## src/rtl/sms_pkg.sv

```systemverilog
// Shared definitions for the NVRAM save/load sequencer.
// It holds the SD sector size and the sequencer state encoding.
package sms_pkg;

    localparam int SD_SECTOR_BYTES = 512;

    typedef enum logic [1:0] {
        IDLE = 2'd0,
        REQ  = 2'd1,
        XFER = 2'd2
    } sms_state_e;

endpackage

```

## src/rtl/nvram_backup_ctrl.sv

```systemverilog
// Battery-backup save/load sequencer: issues one SD sector request per NVRAM
// sector, tracks whether NVRAM changed since the last transfer, and arms on image mount.
module nvram_backup_ctrl
    import sms_pkg::*;
#(
    parameter int SECT_BITS = 6,
    parameter int SLOT_BITS = 2
) (
    input  logic                 clk_sys,
    input  logic                 RESET_n,
    input  logic                 download,
    input  logic                 img_mounted,
    input  logic [31:0]          img_size,
    input  logic                 bk_load,
    input  logic                 bk_save,
    input  logic [SLOT_BITS-1:0] slot,
    input  logic                 nvram_we,
    input  logic                 sd_ack,
    output logic [31:0]          sd_lba,
    output logic                 sd_rd,
    output logic                 sd_wr,
    output logic                 bk_ena,
    output logic                 busy,
    output logic                 loading,
    output logic                 dirty,
    output logic                 done
);

    localparam int LBA_BITS = SLOT_BITS + SECT_BITS;

    sms_state_e           state_reg, state_next;
    logic [SECT_BITS-1:0] index_reg, index_next;
    logic [SLOT_BITS-1:0] slot_reg, slot_next;
    logic                 loading_reg, loading_next;
    logic                 dirty_reg, dirty_next;
    logic                 done_reg, done_next;
    logic                 bk_ena_reg, bk_ena_next;
    logic                 dl_q, ld_q, sv_q, ack_q;

    logic dl_rise, ld_trig, sv_trig, ack_rise, ack_fall, busy_int;

    assign dl_rise  = download & ~dl_q;
    assign ld_trig  = bk_load & bk_ena_reg & ~ld_q;
    assign sv_trig  = bk_save & bk_ena_reg & ~sv_q;
    assign ack_rise = sd_ack & ~ack_q;
    assign ack_fall = ~sd_ack & ack_q;
    assign busy_int = (state_reg != IDLE);

    // Edge-detect history; the trigger registers are gated by bk_ena so a
    // request held high across arming still produces a fresh edge.
    always_ff @(posedge clk_sys or negedge RESET_n) begin
        if (!RESET_n) begin
            dl_q  <= 1'b0;
            ld_q  <= 1'b0;
            sv_q  <= 1'b0;
            ack_q <= 1'b0;
        end else begin
            dl_q  <= download;
            ld_q  <= bk_load & bk_ena_reg;
            sv_q  <= bk_save & bk_ena_reg;
            ack_q <= sd_ack;
        end
    end

    always_comb begin
        bk_ena_next = bk_ena_reg;
        if (dl_rise)
            bk_ena_next = 1'b0;
        else if (download && img_mounted && (img_size != 32'd0))
            bk_ena_next = 1'b1;
    end

    always_ff @(posedge clk_sys or negedge RESET_n) begin
        if (!RESET_n) begin
            state_reg   <= IDLE;
            index_reg   <= '0;
            slot_reg    <= '0;
            loading_reg <= 1'b0;
            dirty_reg   <= 1'b0;
            done_reg    <= 1'b0;
            bk_ena_reg  <= 1'b0;
        end else begin
            state_reg   <= state_next;
            index_reg   <= index_next;
            slot_reg    <= slot_next;
            loading_reg <= loading_next;
            dirty_reg   <= dirty_next;
            done_reg    <= done_next;
            bk_ena_reg  <= bk_ena_next;
        end
    end

    always_comb begin
        state_next   = state_reg;
        index_next   = index_reg;
        slot_next    = slot_reg;
        loading_next = loading_reg;
        done_next    = 1'b0;
        unique case (state_reg)
            IDLE: begin
                if (ld_trig || sv_trig) begin
                    slot_next    = slot;
                    loading_next = ld_trig;
                    index_next   = '0;
                    state_next   = REQ;
                end
            end
            REQ: begin
                if (ack_rise)
                    state_next = XFER;
            end
            XFER: begin
                if (ack_fall) begin
                    if (index_reg == '1) begin
                        done_next  = 1'b1;
                        state_next = IDLE;
                    end else begin
                        index_next = index_reg + SECT_BITS'(1);
                        state_next = REQ;
                    end
                end
            end
            default: state_next = IDLE;
        endcase
    end

    // During a load the NVRAM writes come from user_io, so they don't count as
    // dirt; on a save's final sector a coincident core write must survive.
    always_comb begin
        dirty_next = dirty_reg;
        if (done_next)
            dirty_next = 1'b0;
        if (nvram_we && !(busy_int && loading_reg))
            dirty_next = 1'b1;
    end

    always_comb begin
        sd_lba = '0;
        sd_lba[LBA_BITS-1:0] = {slot_reg, index_reg};
    end

    assign sd_rd   = (state_reg == REQ) &  loading_reg;
    assign sd_wr   = (state_reg == REQ) & ~loading_reg;
    assign busy    = busy_int;
    assign loading = busy_int & loading_reg;
    assign bk_ena  = bk_ena_reg;
    assign dirty   = dirty_reg;
    assign done    = done_reg;

endmodule

```

## config.mk

```make
export PLATFORM = sky130hd
export DESIGN_NAME = nvram_backup_ctrl
export DESIGN_NICKNAME = d
export VERILOG_FILES = /design/src/rtl/sms_pkg.sv /design/src/rtl/nvram_backup_ctrl.sv
export SDC_FILE = /design/constraint.sdc
export NUM_CORES = 1
export LEC_CHECK = 0
export BUFFER_PORTS_ARGS = -buffer_cell sky130_fd_sc_hd__buf_2
export CAP_MARGIN = 10
export CORE_MARGIN = 2
export CORE_UTILIZATION = 40
export CTS_BUF_LIST = sky130_fd_sc_hd__clkbuf_2 sky130_fd_sc_hd__clkbuf_4 sky130_fd_sc_hd__clkbuf_8
export DETAILED_ROUTE_END_ITERATION = 10
export GPL_ROUTABILITY_DRIVEN = 0
export PLACE_DENSITY_LB_ADDON = 0.05
export SLEW_MARGIN = 20
export SYNTH_ARGS = -nofsm -noshare
export SYNTH_HDL_FRONTEND = slang
export SYNTH_SLANG_ARGS = --single-unit
```

## constraint.sdc

```tcl
create_clock -name clk_sys -period 3.9 [get_ports clk_sys]
set_clock_uncertainty 0.05 [all_clocks]
set_input_delay 0.78 -clock clk_sys [delete_from_list [all_inputs] [get_ports clk_sys]]
set_output_delay 0.78 -clock clk_sys [all_outputs]
set_load 0.03 [all_outputs]
```

# Word level (Yosys, flattened, before mapping)
# Cells that the tools add are included.
# Widths: inputs -> output; s select.
# op_classes
addsub,1
eq_ne,7
n_mux,16
bitwise_logic,16
n_reduce_logical,15
# op_table
operator,n
$reduce_bool 32->1,1
$mux 6,3
$pmux 6 s2,1
$and 1x1->1,10
$mux 1,8
$ne 2x2->1 const B,4
$reduce_bool 2->1,4
$add 6x1->6 const B,1
$eq 6x6->1 const B,1
$mux 2,3
$not 1->1,6
$pmux 2 s3,1
$logic_and 1x1->1,4
$reduce_and 4->1,1
$reduce_and 3->1,1
$eq 2x1->1 const B,1
$eq 2x2->1 const B,1
$logic_not 2->1,1
$reduce_and 2->1,1
$logic_not 1->1,1
$logic_or 1x1->1,1
# totals
ff_bits,18
in_bits,42
out_inout_bits,39
elab_cells,66

# Logic depth before layout (Yosys ltp)
# Gate-level depths: netlist of the first run.
# depth
depth_word,6
ltp_mapped,5
mapped_depth_nobuf,5

# Worst setup path after synthesis of the first run
# OpenSTA, ideal clock, no wires.
# synth_timing
path_type,reg2out
from,register state_reg[1]
to,output port sd_rd
arrival_time_ps,1041
t_required_ps,3070
path_slack_ps,2029
stages_incl_launch_ff,3
path_buffers,0
cell_sequence,dfrtp_1 or2b_1 nor2_1
# synth_between
elab_chain_cells,2
# synth_lines
item,line_no,source
"start, declared",nvram_backup_ctrl.sv:31,"sms_state_e state_reg, state_next;"
"start signal, assigned",nvram_backup_ctrl.sv:83,state_reg <= state_next;
$eq 2x1->1,nvram_backup_ctrl.sv:142,assign sd_rd = (state_reg == REQ) & loading_reg;
$and 1x1->1,nvram_backup_ctrl.sv:142,
"end, declared",nvram_backup_ctrl.sv:20,"output logic sd_rd,"
# No other way between the ends.

# Worst setup path in the final report of the first run
# layout_timing
from,register state_reg[0]
to,output port sd_rd
# The elaborated chain is that of the path after synthesis.

==> results of run 1 <==
cell families after synthesis:
group	synth area share [%]
AND/OR/NAND/NOR	21.8
buffers and inverters	20.1
flip-flops	42.3
multiplexers	2.11
adder cells (fa/ha/maj)	1.17
other	0.352
AO/OA/AOI/OAI	12.2
synth_stat cells, drive strengths merged (2+ instances only):
library cell | number | area share, %
nand2 | 5 | 1.8
nand2b | 2 | 1.2
and2 | 2 | 1.2
a21oi | 3 | 1.4
nor2 | 8 | 2.8
nand3 | 6 | 2.8
nor3 | 4 | 1.9
dfrtp | 18 | 42
inv | 9 | 3.2
mux2 | 2 | 2.1
nand4 | 2 | 1.2
o211ai | 2 | 1.9
nor2b | 2 | 1.2
nor4 | 7 | 4.1
o21ai | 7 | 3.3
buf | 24 | 17
a31oi | 4 | 2.3
per-layer routing:
| metal | vias up | track usage, % | share of wire [%] |
|---|---|---|---|
| li1 | 481 | - | - |
| met2 | 69 | 28.4 | 49 |
| met5 | - | 0 | 0 |
| met1 | 454 | 16.8 | 37 |
| met3 | 5 | 3.02 | 12 |
| met4 | 0 | 8.71 | 2.1 |
area by class of cell:
| class | count | share of cell area, % |
|---|---|---|
| inverter | 9 | 2.55 |
| timing repair buffer | 56 | 21.1 |
| sequential | 18 | 34.0 |
| multi-input combinational | 90 | 36.8 |
| clock buffer | 4 | 2.74 |
| tap | 30 | 2.83 |
power by group:
group	total, mW	switching (mW)	internal (mW)
Sequential	0.244	0.0260	0.218
Clock	0.114	0.0573	0.0569
Combinational	0.264	0.179	0.0846
Total	0.622	0.262	0.359
critical path, delay by kind of cell (launching register included):
kind                   cells  cell delay (ns)
and+or+nand+nor            2             0.38
DFF                        1             0.42
buffers and inverters      1             0.20
path summary, 6_finish.rpt:
check	to	cells past startpoint	slack, ns
max	sd_rd	3	1.77
min	dirty	1	0.34
max reg2reg	index_reg[4]	5	2.39
min reg2reg	slot_reg[1]	1	0.47
max in group asynchronous	ack_q	1	3.17
min in group clk_sys	slot_reg[1]	1	0.47
metrics by stage:
| step | cell area (µm²) | utilization [%] | setup slack, ns |
|---|---|---|---|
| after CTS | 1330 | 53.1 | 1.77 |
| after floorplan | 1150 | - | 2.03 |
| after global placement | 1290 | 51.6 | 1.96 |
| after global routing | 1330 | 53.1 | 1.69 |
| final | 1330 | 53.1 | 1.77 |
| after detailed placement | 1290 | 51.6 | 1.94 |
==> flow_summary.toml, run 1 <==
[sta]
fin_crit_ns = 2.13
finalSetupViolCount = 0
rsz0062_at_grt = "false"
min_period_over_period_pct = 54.6
holdWs_ns = 0.342
fmax_mhz = 470
finalHoldViolCount = 0
slew_viol_final = 0
fin_tns_setup_ns = 0

[global_routing]
grt-ovfl-total = 0
grt.total_usage_pct = 15.7
grt_pass1_vias = 1014
grt_pass1_wl_mm = 3.93
grt_antenna_before_repair = 0
grt_max_degree = 19

[die]
die-area_um2 = 3090
fp.dieW_um = 55.6
core_area_um2 = 2500
fp-row-count = 18
initial_core_util_pct = 42.6
io_pins = 81
dieHeight_um = 55.6

[finish]
areaGrowthSynthToFinish_pct = 24.4
seqCellArea_um2 = 450
layout_common_cells = "buf_2 (56), conb_1 (24), dfrtp_1 (18), inv_1 (9), nor2_1 (8)"
nFillCells = 248
multiInputGateArea_um2 = 488
largest_reg_flops = 6
drive_gt1_share_pct = 36.2
final_nets = 221
diodes = 0
final-instance-count-excl-fill = 207
final_common_cell = "buf_2"

[worst_setup_path]
critPathKind = "reg2out"
crit_required_ns = 3.07
crit_slowest_cell = "dfrtp_1"
cp_max_fo = 6
cp-startpoint = "state_reg[0]"
cp-start-kind = "flip-flop"
cp.arrival_ns = 1.30
end_kind = "primary output"
rr_startpoint = "index_reg[0]"
path_cells = "or2b_1 -> nor2_1 -> buf_2"
max_stage_delay_ns = 0.42

[cts]
cts_buffer_depth = 2
numCtsBuffers = 3
holdBufCountCts = 0
cts_resized = 0
clock_sinks = 18
clkTransAtPathRegs_ns = 0.11
cts_tree = "done"
cts_root_buffer = "clkbuf_4"
clock_latency_ns = 0.30
htreeDepth = 1
post_cts_buffers = 0

[logic_synthesis]
yosysSeqAreaShare_pct = 42.3
synth_enable_flop_cells = 0
synth_warnings = 0
dominantRegCellSynth = "dfrtp_1"
syn-cell-area_um2 = 1070
syn_inst = 118
synth.distinct_cells = 29
synth_seq_cells = 18
syn_avg_cell_area_um2 = 9.03
ys_async_sr_fraction_pct = 100

[flow_run]
timing.max_cap.violations = 0

[place]
place_hpwl_mm = 1.88
port_buffers = 56
placed_cells = 203

[routing]
viasPerCell = 4.87
drt-wirelength-per-cell_um = 11.0
drtPass1Iterations = 4
ant_nets = 0
drt_iter0_drc = 15
drt-total-wl_mm = 2.27
drc = 0
vias = 1009

[hold_path]
hold_class = "in2async"

[outcome]
outcome = "finished, final reports clean"

[power_and_ir_drop]
peakVddDrop_uv = 380
powerDensity_nw_per_um2 = 469
power.total_mw = 0.622
cellLeakagePower_nw = 0.727
Power figures use the tool's default switching activity.
==> run 2: changes to the inputs <==
--- a/config.mk
+++ b/config.mk
@@ -8,7 +8,7 @@
 export BUFFER_PORTS_ARGS = -buffer_cell sky130_fd_sc_hd__buf_2
 export CAP_MARGIN = 10
 export CORE_MARGIN = 2
-export CORE_UTILIZATION = 40
+export CORE_UTILIZATION = 37
 export CTS_BUF_LIST = sky130_fd_sc_hd__clkbuf_2 sky130_fd_sc_hd__clkbuf_4 sky130_fd_sc_hd__clkbuf_8
 export DETAILED_ROUTE_END_ITERATION = 10
 export GPL_ROUTABILITY_DRIVEN = 0
==> constraint.sdc (replaced) <==
create_clock -name clk_sys -period 1.85 [get_ports clk_sys]
set_clock_uncertainty 0.05 [all_clocks]
set_input_delay 0.37 -clock clk_sys [delete_from_list [all_inputs] [get_ports clk_sys]]
set_output_delay 0.37 -clock clk_sys [all_outputs]
set_load 0.03 [all_outputs]
==> run 2 against run 1 <==
Worst setup slack got worse by 1.6 ns. First-iteration DRC count up 60%. Highest routed layer unchanged. Hold slack worse by 0.19 ns. Sequential cell count unchanged. Sequential share of layout area shrank 0.35 points. Utilization shrank 4.5 points. Count of clock-buffer cells in the layout did not move. Global-route usage down 0.51 points. Final cell count up 0.97%. Register-to-register slack got worse by 2.1 ns. Wire length grew 4.4%.
==> flow_summary.toml, run 2 (synthesis gave the netlist of run 1 again) <==
[outcome]
outcome = "finished, final reports clean"

[die]
io_pins = 81
core_area_um2 = 2760
initial_core_util_pct = 38.7
fp-row-count = 19
dieHeight_um = 57.7
die-area_um2 = 3330
fp.dieW_um = 57.7

[worst_setup_path]
critPathKind = "reg2out"
r2r_cells = 5
cp-startpoint = "state_reg[0]"
cp.arrival_ns = 1.30
cp-start-kind = "flip-flop"
crit_required_ns = 1.43
rr_startpoint = "index_reg[0]"
reg2reg_to = "index_reg[5]"
end_kind = "primary output"
crit_path_end = "sd_wr"
cp_max_fo = 6
reg2reg_slack_ns = 0.34

[cts]
htreeDepth = 1
cts_root_buffer = "clkbuf_4"
clock_sinks = 18
numCtsBuffers = 3
cts_buffer_depth = 2
cts_tree = "done"
clkTransAtPathRegs_ns = 0.11
post_cts_buffers = 0
clock_latency_ns = 0.29

[power_and_ir_drop]
power.total_mw = 1.33
cellLeakagePower_nw = 0.732
peakVddDrop_uv = 595
powerDensity_nw_per_um2 = 990

[global_routing]
grt.total_usage_pct = 15.1
grt_pass1_vias = 931
grt_antenna_before_repair = 0
grt_pass1_wl_mm = 3.92
grt-ovfl-total = 0
grt_max_degree = 19

[sta]
slew_viol_final = 0
finalHoldViolCount = 0
holdWs_ns = 0.153
fin_tns_setup_ns = 0
fin_crit_ns = 1.72
finalSetupViolCount = 0
min_period_over_period_pct = 92.8
fmax_mhz = 582
rsz0062_at_grt = "false"

[flow_run]
timing.max_cap.violations = 0

[routing]
vias = 990
drt-total-wl_mm = 2.37
ant_nets = 0
drt_iter0_drc = 24
drtPass1Iterations = 4
viasPerCell = 4.74
drt-wirelength-per-cell_um = 11.3
drc = 0

[finish]
final_common_cell = "buf_2"
areaGrowthSynthToFinish_pct = 25.7
final_util_pct = 48.6
final_nets = 222
diodes = 0
drive_gt1_share_pct = 36.5
final_area_um2 = 1340
largest_reg_flops = 6
layout_common_cells = "buf_2 (56), conb_1 (24), dfrtp_1 (18), inv_1 (9)"

[hold_path]
hold_class = "in2reg"

[place]
place_hpwl_mm = 1.95
placed_area_um2 = 1290
port_buffers = 56
run 2: changes by cell type in the layout (fill, tap and decap cells not counted):
cell,change
nor2_1,-1
dlygate4sd3_1,+1
nor2_2,+1
run 2: power breakdown:
part | switching (mW) | internal, mW | leakage (nW)
Combinational | 0.375 | 0.182 | 0.482
Clock | 0.126 | 0.120 | 0.0210
Sequential | 0.0642 | 0.460 | 0.229
run 2: final cells by class:
class                           instances  area [µm²]
Fill cell                             285        1420
Sequential cell                        18         450
Inverter                                9        33.8
Timing Repair Buffer                   57         290
Clock buffer                            4        36.3
Tap cell                               31        38.8
Multi-Input combinational cell         90         490
run 2: per-stage QoR:
step | setup slack (ns) | cells
3_5_place_dp | 0.316 | 204
4_1_cts | 0.0744 | 209
2_1_floorplan | 0.295 | 141
3_3_place_gp | 0.338 | 204
6_report | 0.133 | 209
5_1_grt | 0.0293 | 209
run 2: layer usage:
layer | GRT usage (%) | vias up | wire, µm
met3 | 3.13 | 2 | 167
met5 | 0 | - | 0
li1 | - | 487 | -
met4 | 6.31 | 0 | 14
met2 | 27.6 | 47 | 1300
met1 | 17.0 | 454 | 887
run 2: worst min path at each step:
stage | from | endpoint | slack (ns) | depth (start not counted)
floorplan | RESET_n | ack_q | 0.02 | 0
global placement | RESET_n | state_reg[1] | 0.27 | 1
detailed placement | RESET_n | state_reg[1] | 0.28 | 1
CTS | download | dl_q | 0.14 | 1
global route | download | dl_q | 0.14 | 1
finish | download | dl_q | 0.15 | 1
run 2: critical path, stage by stage, from the launching register on:
cell and delay, ns:
dfrtp_1 0.45, or2b_1 0.27, nor2_1 0.09, buf_2 0.20
run 2: timing repair:
action / CTS / global route
resized for setup: 0 / 1
endpoints found under the setup margin: 0 / 1
hold buffers: 1 / 0
endpoints found under the hold margin: 18 / 0
==> run 3: changes to the inputs <==
--- a/config.mk
+++ b/config.mk
@@ -7,8 +7,10 @@
 export LEC_CHECK = 0
 export BUFFER_PORTS_ARGS = -buffer_cell sky130_fd_sc_hd__buf_2
 export CAP_MARGIN = 10
+export CELL_PAD_IN_SITES_DETAIL_PLACEMENT = 1
+export CELL_PAD_IN_SITES_GLOBAL_PLACEMENT = 1
 export CORE_MARGIN = 2
-export CORE_UTILIZATION = 37
+export CORE_UTILIZATION = 25
 export CTS_BUF_LIST = sky130_fd_sc_hd__clkbuf_2 sky130_fd_sc_hd__clkbuf_4 sky130_fd_sc_hd__clkbuf_8
 export DETAILED_ROUTE_END_ITERATION = 10
 export GPL_ROUTABILITY_DRIVEN = 0
==> run 3 against run 2 <==
Register-to-register slack lost 0.04 ns. Global-route usage shrank 2.5 points. Count of clock-buffer cells in the layout is the same. Clock power grew 30%. Total power grew 6.1%. Non-clock buffer count shrank 1. Sequential power is essentially flat. Largest cell class unchanged. Via count grew 2.9%. Critical path depth is the same. Final cell count grew 8.6%. First-iteration DRC count grew 4.2%.
==> flow_summary.toml, run 3 (synthesis gave the netlist of run 1 again) <==
[global_routing]
grt_pass1_wl_mm = 4.96
use_met3_pct = 3.63
grtUsageMet2_pct = 23.2
grt.busiest_layer = "met2"
grt-ovfl-total = 0
grt_antenna_before_repair = 0
grt.total_usage_pct = 12.6
grt_pass1_vias = 1090
grt_max_degree = 19
gr-usage-met1_pct = 14.0

[cts]
clock_latency_ns = 0.25
cts_resized = 0
cts_root_buffer = "clkbuf_8"
holdBufCountCts = 0
numCtsBuffers = 3
clkTransAtPathRegs_ns = 0.07
post_cts_buffers = 0
cts_buffer_depth = 2
clock_sinks = 18
cts_tree = "done"
htreeDepth = 1

[power_and_ir_drop]
powerDensity_nw_per_um2 = 1030
peakVddDrop_uv = 383
cellLeakagePower_nw = 0.735

[worst_setup_path]
cpMostUsedCell = "nor2_1"
end_kind = "primary output"
critPathKind = "reg2out"
cp_max_fo = 6
critical-path-top-delay-family = "flip-flops"
path_cells = "nor2_1 -> nor2_1 -> buf_2"
cp.arrival_ns = 1.26
cp-start-kind = "flip-flop"
crit_buf_inv = 1
crit_required_ns = 1.43
max_stage_delay_ns = 0.43
reg2reg_slack_ns = 0.30
crit_slowest_cell = "dfrtp_1"

[die]
io_pins = 81
fp-row-count = 23
initial_core_util_pct = 26.3
fp.dieW_um = 69.3
core_area_um2 = 4060
die-area_um2 = 4800
dieHeight_um = 69.3

[sta]
finalHoldViolCount = 0
fin_tns_setup_ns = 0
fmax_mhz = 594
finalSetupViolCount = 0
fin_crit_ns = 1.68
rsz0062_at_grt = "false"
min_period_over_period_pct = 91.0
slew_viol_final = 0

[routing]
drt-total-wl_mm = 2.96
viasPerCell = 4.49
drt-wirelength-per-cell_um = 13.0
drtPass1Iterations = 3
ant_nets = 0
drt_iter0_drc = 25
drc = 0
vias = 1019

[outcome]
outcome = "finished, final reports clean"

[flow_run]
timing.max_cap.violations = 0

[hold_path]
hold_class = "in2async"

[finish]
areaGrowthSynthToFinish_pct = 28.5
drive_gt1_share_pct = 36.2
largest_reg_flops = 6
final_common_cell = "buf_2"
diodes = 0
final_area_um2 = 1370
layout_common_cells = "buf_2 (56), conb_1 (24), dfrtp_1 (18), inv_1 (9), nor2_1 (8)"
final_nets = 221

[place]
placed_area_um2 = 1320
place_hpwl_mm = 2.49
port_buffers = 56
==> run 3: cell types whose count changed in the layout (fill, tap and decap cells not counted) <==
cell           change
clkbuf_4           -3
clkbuf_8           +3
dlygate4sd3_1      -1
nor2_2             -1
nor2_1             +1
==> run 3: report_power, final <==
part	internal, mW	switching, mW
combinational	0.178	0.385
clock	0.189	0.132
sequential	0.460	0.0631
==> run 3: path summary, 6_finish.rpt <==
| path | cells past startpoint | start | endpoint |
|---|---|---|---|
| max | 3 | state_reg[0] | loading |
| min | 1 | RESET_n | ack_q |
| max reg2reg | 5 | index_reg[0] | dirty |
| min reg2reg | 2 | dl_q | bk_ena |
| max in group asynchronous | 1 | RESET_n | index_reg[5] |
| min in group clk_sys | 1 | download | dl_q |
==> run 3: per-stage QoR <==
stage	hold slack, ns	instances	setup WS, ns	utilization (%)	total power, mW
floorplan	0.0244	141	0.295	-	0.949
global placement	0.282	223	0.307	32.4	1.08
detailed placement	0.288	223	0.293	32.4	1.10
CTS	0.0106	227	0.164	33.8	1.43
global route	0.0241	227	0.0780	33.8	1.51
finish	0.00329	227	0.166	33.8	1.41
==> run 3: final cells by class <==
type	count	area, µm²
well taps	50	62.6
flip-flops and latches	18	450
clock buffers	4	55.1
fillers	512	2690
inverters	9	33.8
repair buffers	56	280
multi-input cells	90	488
==> run 3: per-layer routing <==
metal  vias to the layer above  routed length [µm]  part of all wire (%)
met5                         -                   0                     0
met4                         0                  29                  0.98
met3                         2                 235                   8.0
met2                        52                1510                    51
met1                       483                1180                    40
li1                        482                   -                     -
